<file path="config.mk">
export PLATFORM = sky130hd
export DESIGN_NAME = lock_digit_entry
export DESIGN_NICKNAME = d
export VERILOG_FILES = /design/src/rtl/lock_digit_entry.sv
export SDC_FILE = /design/constraint.sdc
export NUM_CORES = 1
export LEC_CHECK = 0
export ABC_AREA = 0
export ABC_CLOCK_PERIOD_IN_PS = 5050
export CAP_MARGIN = 20
export CORE_UTILIZATION = 35
export CTS_BUF_LIST = sky130_fd_sc_hd__clkbuf_16
export DETAILED_ROUTE_END_ITERATION = 10
export GPL_TIMING_DRIVEN = 0
export PLACE_DENSITY_LB_ADDON = 0.05
export SYNTH_ARGS = -nofsm -noshare
export SYNTH_HDL_FRONTEND = slang
export SYNTH_SLANG_ARGS = --single-unit
</file>
<file path="constraint.sdc">
create_clock -name clk -period 5.05 [get_ports clk]
set_clock_uncertainty 0.2 [all_clocks]
set_input_delay 1.01 -clock clk [delete_from_list [all_inputs] [get_ports clk]]
set_output_delay 1.01 -clock clk [all_outputs]
set_load 0.005 [all_outputs]
</file>
<file path="src/rtl/lock_digit_entry.sv">
// Debounced digit-entry stage: synchronizes the raw pushbutton and switch bank,
// debounces the button, and emits a one-cycle strobe carrying the captured digit.
module lock_digit_entry #(
    parameter int unsigned DEBOUNCE_CYCLES = 1000000,
    parameter int unsigned CNT_W           = 20
) (
    input  logic       clk,
    input  logic       reset,
    input  logic       key_n,
    input  logic [3:0] sw,
    output logic [3:0] digit,
    output logic       digit_valid,
    output logic       digit_illegal,
    output logic [2:0] press_count
);

    typedef enum logic [1:0] {
        IDLE      = 2'd0,
        PRESS_CHK = 2'd1,
        HELD      = 2'd2,
        REL_CHK   = 2'd3
    } state_t;

    localparam logic [CNT_W-1:0] CNT_LAST = CNT_W'(DEBOUNCE_CYCLES - 1);
    localparam logic [2:0]       PC_MAX   = 3'd6;

    logic             key_meta_reg;
    logic             key_s_reg;
    logic [3:0]       sw_s;

    state_t           state_reg, state_next;
    logic [CNT_W-1:0] cnt_reg, cnt_next;
    logic [3:0]       digit_reg, digit_next;
    logic             digit_valid_reg, digit_valid_next;
    logic             digit_illegal_reg, digit_illegal_next;
    logic [2:0]       press_count_reg, press_count_next;

    // Button synchronizer resets to the released level so reset never looks like a press.
    always_ff @(posedge clk) begin
        if (!reset) begin
            key_meta_reg <= 1'b1;
            key_s_reg    <= 1'b1;
        end else begin
            key_meta_reg <= key_n;
            key_s_reg    <= key_meta_reg;
        end
    end

    genvar gi;
    generate
        for (gi = 0; gi < 4; gi++) begin : g_sw_sync
            logic meta_reg;
            logic sync_reg;

            always_ff @(posedge clk) begin
                if (!reset) begin
                    meta_reg <= 1'b0;
                    sync_reg <= 1'b0;
                end else begin
                    meta_reg <= sw[gi];
                    sync_reg <= meta_reg;
                end
            end

            assign sw_s[gi] = sync_reg;
        end
    endgenerate

    // Starting in REL_CHK means a key held through reset must be released and re-pressed.
    always_ff @(posedge clk) begin
        if (!reset) begin
            state_reg         <= REL_CHK;
            cnt_reg           <= '0;
            digit_reg         <= 4'd0;
            digit_valid_reg   <= 1'b0;
            digit_illegal_reg <= 1'b0;
            press_count_reg   <= 3'd0;
        end else begin
            state_reg         <= state_next;
            cnt_reg           <= cnt_next;
            digit_reg         <= digit_next;
            digit_valid_reg   <= digit_valid_next;
            digit_illegal_reg <= digit_illegal_next;
            press_count_reg   <= press_count_next;
        end
    end

    always_comb begin
        state_next         = state_reg;
        cnt_next           = cnt_reg;
        digit_next         = digit_reg;
        digit_valid_next   = 1'b0;
        digit_illegal_next = digit_illegal_reg;
        press_count_next   = press_count_reg;

        case (state_reg)
            IDLE: begin
                if (!key_s_reg) begin
                    state_next = PRESS_CHK;
                    cnt_next   = '0;
                end
            end
            PRESS_CHK: begin
                if (key_s_reg) begin
                    state_next = IDLE;
                    cnt_next   = '0;
                end else if (cnt_reg == CNT_LAST) begin
                    state_next         = HELD;
                    digit_next         = sw_s;
                    digit_illegal_next = (sw_s > 4'd9);
                    digit_valid_next   = 1'b1;
                    press_count_next   = (press_count_reg >= PC_MAX) ? PC_MAX
                                                                     : press_count_reg + 3'd1;
                end else begin
                    cnt_next = cnt_reg + CNT_W'(1);
                end
            end
            HELD: begin
                if (key_s_reg) begin
                    state_next = REL_CHK;
                    cnt_next   = '0;
                end
            end
            REL_CHK: begin
                // A low glitch while releasing means the key is still held.
                if (!key_s_reg) begin
                    state_next = HELD;
                end else if (cnt_reg == CNT_LAST) begin
                    state_next = IDLE;
                end else begin
                    cnt_next = cnt_reg + CNT_W'(1);
                end
            end
            default: begin
                state_next = IDLE;
                cnt_next   = '0;
            end
        endcase
    end

    assign digit         = digit_reg;
    assign digit_valid   = digit_valid_reg;
    assign digit_illegal = digit_illegal_reg;
    assign press_count   = press_count_reg;

endmodule

</file>
# Word-level counts from Yosys, hierarchy flattened
# Cells that the tools add are included.
[word_totals]
in_bits = 7
wordCells = 52
reg_bits = 41
[op_classes]
mux = 15
eq_ne = 9
order_cmp = 2
add_sub_neg = 2
n_reduce_logical = 5
bitwise_logic = 3
[ops]
columns = ["op", "n"]
rows = [
  ["$mux W20", 5],
  ["$pmux W20 S4", 1],
  ["$add A20 B1 Y20 const B", 1],
  ["$eq A20 B20 Y1 const B", 1],
  ["$mux W2", 6],
  ["$pmux W2 S4", 1],
  ["$ne A2 B2 Y1 const B", 3],
  ["$ne A3 B3 Y1 const B", 2],
  ["$reduce_and A3 Y1", 2],
  ["$eq A2 B2 Y1 const B", 2],
  ["$gt A4 B4 Y1 const B", 1],
  ["$reduce_and A4 Y1", 1],
  ["$add A3 B1 Y3 const B", 1],
  ["$ge A3 B3 Y1 const B", 1],
  ["$mux W3", 1],
  ["$not A1 Y1", 3],
  ["$reduce_or A3 Y1", 1],
  ["$eq A2 B1 Y1 const B", 1],
  ["$logic_not A2 Y1", 1],
  ["$mux W1", 1],
]

# Logic depth before layout (Yosys ltp)
[depth]
ltp_word = 4
mapped_depth = 7
ltp_nobuf = 5

# Worst setup path before layout
# No wires, ideal clock.
[synth_timing]
path_kind = "register to register"
startpoint = "register cnt_reg[6]"
endpoint = "register digit_reg[0], in the netlist digit[0]"
setup_slack_ns = 3.033
period_less_slack_ns = 2.017
setup_time_ns = 0.072
arrival_time_ns = 1.746
path_buffers = 1
stages_incl_launch_ff = 6
cell_sequence = "dfxtp_1 -> or4_1 -> nor4_4 -> and3_2 -> buf_6 -> mux2i_1"
[synth_between]
elab_chain_cells = 2
[synth_lines]
columns = ["item", "line_no", "rtl"]
rows = [
  ["from (decl)", "32", "logic [CNT_W-1:0] cnt_reg, cnt_next;"],
  ["from (signal assigned)", "80", "cnt_reg <= cnt_next;"],
  ["$eq A20 B20 Y1", "107", "end else if (cnt_reg == CNT_LAST) begin"],
  ["$reduce_and A3 Y1 (no line)", "--", ""],
  ["to (signal assigned)", "81", "digit_reg <= digit_next;"],
  ["to (decl)", "33", "logic [3:0] digit_reg, digit_next;"],
]
# Every way passes these cells.
# A chain may end at the register's enable or synchronous reset.

# Worst setup path in the final report
[layout_timing]
startpoint = "register press_count_reg[2], in the netlist press_count[2]"
endpoint = "output port press_count[2]"
[layout_rtl]
columns = ["item", "line_no", "rtl"]
rows = [
  ["from (decl)", "36", "logic [2:0] press_count_reg, press_count_next;"],
  ["from (signal assigned)", "84", "press_count_reg <= press_count_next;"],
  ["to (decl)", "14", "output logic [2:0] press_count"],
]
# No word-level cell between the ends.

==> results by group <==
Outcome
  – Outcome: completed

Critical path
  – Critical-path cell list: clkdlybuf4s50_1
  – Worst Path Buf+Inv: 1
  – Crit path required time: 3.84 ns
  – CP max FO: 5
  – Slowest stage delay, CP: 0.54 ns
  – Worst EP arrival: 1.25 ns
  – Startpoint class of the critical path: flop
  – CP Class: flop to primary output
  – Delay-heaviest family, CP: buffers and inverters
  – Slowest-stage cell, CP: clkdlybuf4s50_1
  – CP endpoint kind: primary output

Synth
  – Top area cells in the synthesized netlist: dfxtp_1, mux2i_1, nand2_1, and2_1, a21oi_1
  – Post-synthesis sequential area ratio: 0.4192
  – Top cell type's share of synthesized area: 0.4192
  – Most common flop cell mapped by yosys: dfxtp_1
  – Mapped Cells: 208
  – EDFF count, synth: 0
  – Mapped Area: 1958 sq um
  – Avg Cell Area, Syn: 9.414 sq um
  – Ys Warns: 0
  – Number of distinct library cells after synthesis: 50
  – Flops & latches, synth: 41
  – Asr flop ratio synth: 0
  – Synth area leader: dfxtp_1
  – Post-Synthesis Net Count: 217

Floorplan
  – DIE AREA: 5897 sq um
  – Initial Util: 0.3739
  – CORE AREA: 5238 sq um
  – I/O pin count: 16
  – FP Rows: 26
  – Die height: 76.80 um
  – Die Wd: 76.80 um

Power and ir drop
  – Net Switching: 142.5 uW
  – Pwr dens: 286.1 nW/um^2
  – LEAKAGE: 0.0007936 uW
  – Int Pwr: 525.1 uW
  – Combinational power share: 0.052
  – Sequential power share: 0.504
  – Worst vdd ir: 0.1483 mV
  – Net Sw Frac: 0.2135
  – Clock Power Share: 0.444

Placed design
  – Placed cells: 293
  – Global placer's final weighted congestion: 0.7511
  – Hpwl dp: 3042 um
  – Port bufs: 15

Layout
  – Area delta synth->final: 19.17%
  – Flip-flop count of the largest register after layout: 20
  – Fin nets: 239
  – FILL cells: 515
  – ANT cells: 0
  – Multi-input gate area: 1036 sq um
  – Commonest cells after routing, fill and taps aside: dfxtp_1, nand2_1, clkdlybuf4s50_1
  – Finished Layout Cells: 301
  – Sequential cell area: 820.8 sq um
  – Commonest non-fill, non-tap cell in the layout: dfxtp_1
  – Layout cell share with drive strength beyond 1: 0.1126

Route
  – Vias: 1630
  – WL final: 4182 um
  – Mean routed wirelength per cell: 13.89 um
  – DRT Pass-1 Iters: 4
  – Detailed Route Iter0 Violations: 102
  – Post-route ant nets: 0
  – Vias per inst: 5.415
  – Drt drc: 0

Clock network
  – CTS buffer count: 5
  – Clk_lat worst skew: 0.28 ns
  – CTS sink count: 41
  – CTS tree: yes
  – Hold Buf Count CTS: 0
  – Maximum clock path buffer count: 2
  – Htree depth: 2
  – Clock root buffer: clkbuf_16
  – Post_cts resized: 0
  – Setup Buffers After CTS: 0
  – Clock Pin Slew Worst Setup and Hold Paths: 0.06 ns

Global route
  – Total track usage: 0.1536
  – First-pass GRT wire length: 7162 um
  – Initial antenna violation count: 0
  – Congestion Overflow GR: 0
  – Largest net degree at the start of global routing: 13
  – Via count of the first global-routing pass: 1540

STA
  – Part of the cycle the worst path needs: 0.4865
  – TNS Setup: 0 ns
  – Min cycle time layout: 2.457 ns
  – RSZ-0062 raised after global routing: no
  – Hold Violations, Final: 0
  – Worst-Margin Slew: 0.4719 ns
  – Max_slew headroom: 0.6854
  – Slew Viols, Final: 0
  – # setup viols final: 0
  – Fmax: 407.0 MHz

Min path
  – Hold Crit Class: flop to flop

Flow run
  – Max Cap Viol: 0
==> cell type report <==
type / instances / share of cell area
timing repair buffer: 15 / 0.06434
multi-input combinational: 151 / 0.4440
sequential: 41 / 0.3517
tap: 70 / 0.03753
inverter: 4 / 0.006434
clock inverter: 3 / 0.005362
clock buffer: 5 / 0.05362
buffer: 12 / 0.03700
==> cells in the mapped netlist, types with 2 or more instances <==
cell type	count
a211oi_1	2
a21oi_1	12
a221o_1	2
a31oi_1	4
and2_1	10
and3_1	3
and3_2	3
buf_2	3
buf_4	2
buf_6	4
clkbuf_1	3
dfxtp_1	41
ha_1	2
inv_1	4
mux2i_1	10
nand2_1	25
nand2b_1	6
nand3_1	10
nand3b_1	2
nand4_1	6
nor2_1	2
nor3_1	3
o211ai_1	3
o21ai_0	5
o311a_1	2
o31a_1	2
o31ai_1	5
or3_1	3
or4_1	7
xnor2_1	2
==> kinds of logic after synthesis <==
logic type	share of synthesized area
xor gates and xnor gates	0.01342
adders and majority gates	0.01278
buffers and inverters	0.05175
and+or+nand+nor	0.2684
AOI/OAI and AO/OA	0.1834
DFF	0.4192
muxes	0.05112
==> worst register-to-register path, cell delays in order, from the launching register on <==
cell     delay, ns
dfxtp_1       0.36
or4_1         0.59
nor4_4        0.41
and3_2        0.26
buf_6         0.15
mux2i_1       0.19
==> per-layer routing <==
metal	vias up	share of wire	global-route usage
li1	826	-	-
met1	765	0.50	0.2009
met2	33	0.45	0.2384
met3	6	0.035	0.03571
met4	0	0.014	0.06923
met5	-	0	0
==> final timing paths <==
path / depth (start not counted) / slack [ns] / from / end
setup / recovery: 1 / 2.59 / press_count[2] / press_count[2]
setup reg to reg: 5 / 2.81 / cnt_reg[6] / digit[0]
hold reg to reg: 1 / 0.21 / key_meta_reg / key_s_reg
hold / removal: 1 / 0.21 / key_meta_reg / key_s_reg
==> stage by stage <==
stage	hold WS (ns)	instance area, sq um	total power [uW]	utilization	worst slack [ns]
finish	0.2119	2333	667.7	0.4455	2.593
global route	0.2461	2333	698.3	0.4455	2.540
CTS	0.2183	2333	679.6	0.4455	2.582
detailed placement	0.1995	2196	379.0	0.4193	2.386
global placement	0.1988	2196	377.8	0.4193	2.378
floorplan	0.1863	1958	365.3	-	3.033
==> power by group through the flow <==
stage | combinational (uW) | sequential [uW] | clock (uW)
final | 35.0 | 336 | 296
after global placement | 34.2 | 344 | 0
after detailed placement | 35.4 | 344 | 0
after CTS | 35.6 | 336 | 308
after global routing | 39.7 | 337 | 321
after floorplan | 23.4 | 342 | 0
Note: power is estimated with default switching activity, not from simulation.
==> RTL edit: new RTL, same flow settings <==
Remove the register `digit_valid_reg`: a continuous assignment takes its place, so the output `digit_valid` follows one clock earlier.
--- a/src/rtl/lock_digit_entry.sv
+++ b/src/rtl/lock_digit_entry.sv
@@ -73,5 +73,4 @@
             cnt_reg           <= '0;
             digit_reg         <= 4'd0;
-            digit_valid_reg   <= 1'b0;
             digit_illegal_reg <= 1'b0;
             press_count_reg   <= 3'd0;
@@ -80,9 +79,10 @@
             cnt_reg           <= cnt_next;
             digit_reg         <= digit_next;
-            digit_valid_reg   <= digit_valid_next;
             digit_illegal_reg <= digit_illegal_next;
             press_count_reg   <= press_count_next;
         end
     end
+
+    assign digit_valid_reg = digit_valid_next;
 
     always_comb begin
Formal check against the unedited RTL: same outputs for any inputs over 10 cycles, from zero or initial values and one cycle with reset low; that may be too few to reach the edited logic, so the function may still have changed.
==> RTL edit against the unedited design <==
  * Critical path depth grew 4
  * Cell area decreased by 7.6%
  * Critical path type unchanged
  * Sequential cell count is 1 lower
  * Critical endpoint is now digit_valid
  * Via count is 8.5% lower
  * First-iteration DRC count down 9.8%
  * Power down 2.3%
  * Wire length down 8.5%
  * Area after synthesis shrank 8.6%
  * Setup slack got worse by 1.5 ns
  * Register-to-register slack lost 0.31 ns
==> RTL edit: results (changes against the unedited design) <==
* Total global-route track usage at 16.22% (+0.86 points)
* FF-to-FF setup slack at 2.50 ns (-0.31 ns)
* Largest net degree at the start of global routing at 12 (-1)
* M3 GR Usage at 4.527% (+0.96 points)
* GP Congestion at 0.7726 (+2.9%)
* Maximum vdd drop at 0.1865 mV (+26%)
* Reg2reg start: cnt_reg[7]
* DR WL met3 at 100 um (-32%)
* Postcts setup bufs at 0 (unchanged)
* Worst path max stage delay at 0.61 ns (+0.07 ns)
* Max reg flops at 20 (unchanged)
* Critical path's slowest cell: or4_4
* Global-route wire length before repair at 6624 um (-7.5%)
* Commonest cells post-synth: dfxtp_1, nand2_1, nor2_1, o21ai_0
* WL met1 at 1934 um (-8.3%)
* Sequential area share after synthesis at 44.76% (+2.8 points)
* Number of global-route vias before repair at 1423 (-7.6%)
* Tmin final at 4.007 ns (+1.550 ns)
* FF-to-FF End: cnt_reg[0]
* Leak pwr at 0.0007440 uW (-6.3%)
* Worst relative slew slack at 55.90% (-13 points)
* Via Count at 1491 (-8.5%)
* Share of layout cells above drive strength 1 at 8.520% (-2.7 points)
* Inserted Diodes at 0 (unchanged)
* Startpoint Class: flop
* Outcome: completed
* Arrival time of the worst setup path at 2.80 ns (+1.55 ns)
* CP max FO at 10 (+5)
* Syn Nets at 210 (-3.2%)
* Yosys warns at 0 (unchanged)
* Cells on worst reg2reg path at 6 (+1)
* DRT iter0 DRCs at 92 (-9.8%)
* GR Layer Usage met1 at 20.32% (+0.23 points)
* Layout Nets at 232 (-2.9%)
* Largest delay share family, worst path: simple AND/OR/NAND/NOR gates
* Drt wl/cell at 13.20 um (-5.0%)
* Synth unique cells at 44 (-12%)
* Dpl hpwl at 2710 um (-11%)
* Place WS at 1.335 ns (-1.052 ns)
* Met2 Use GR at 25.89% (+2.1 points)
* Fill cell count at 503 (-2.3%)
* Met2 routed WL at 1739 um (-6.8%)
* Ranking of synthesized cells by area: dfxtp_1, nand2_1, and2_1
## RTL edit: cell count changes in the layout (fill, tap and decap cells not counted), sizes merged, moves of 3 or more
cell / delta
o21ai: +14
mux2i: -10
nor2: +9
buf: -5
nand2: -5
clkbuf: +4
nand2b: -4
a21oi: -3
a31oi: -3
and3: -3
or3: +3
xnor2: +3
## RTL edit: area by class of cell
| type | instances | area [um^2] | area share (%) |
|---|---|---|---|
| multi-input combinational | 145 | 905.9 | 42.00 |
| clock buffer | 5 | 125.1 | 5.800 |
| inverter | 5 | 18.77 | 0.8701 |
| sequential | 40 | 800.8 | 37.12 |
| timing repair buffer | 15 | 150.1 | 6.961 |
| buffer | 11 | 63.81 | 2.958 |
| clock inverter | 2 | 8.758 | 0.4060 |
| tap | 67 | 83.83 | 3.886 |
## RTL edit: per-stage QoR
stage,hold WS (ns),util [%],cells,cell area [um^2],total power [uW]
floorplan,0.1863,-,201,1789,351.9
global placement,0.2038,42.00,283,2023,363.1
detailed placement,0.2087,42.00,283,2023,363.8
CTS,0.2193,44.78,290,2157,660.4
global route,0.2476,44.78,290,2157,683.0
finish,0.2135,44.78,290,2157,652.4
## RTL edit: cells by family after synthesis
| family | count (synthesis) | synth area share [%] |
|---|---|---|
| AO/OA/AOI/OAI | 44 | 16.08 |
| AND/OR/NAND/NOR | 91 | 29.23 |
| flip-flops | 40 | 44.76 |
| buffers and inverters | 16 | 4.615 |
| adder cells (fa/ha/maj) | 2 | 1.398 |
| XOR/XNOR | 8 | 3.916 |
## RTL edit: report_power, final
group	internal [uW]	total, uW	switching (uW)
Sequential	322	326	4.02
Clock	177	295	118
Combinational	14.2	30.9	16.6
Total	514	652	139
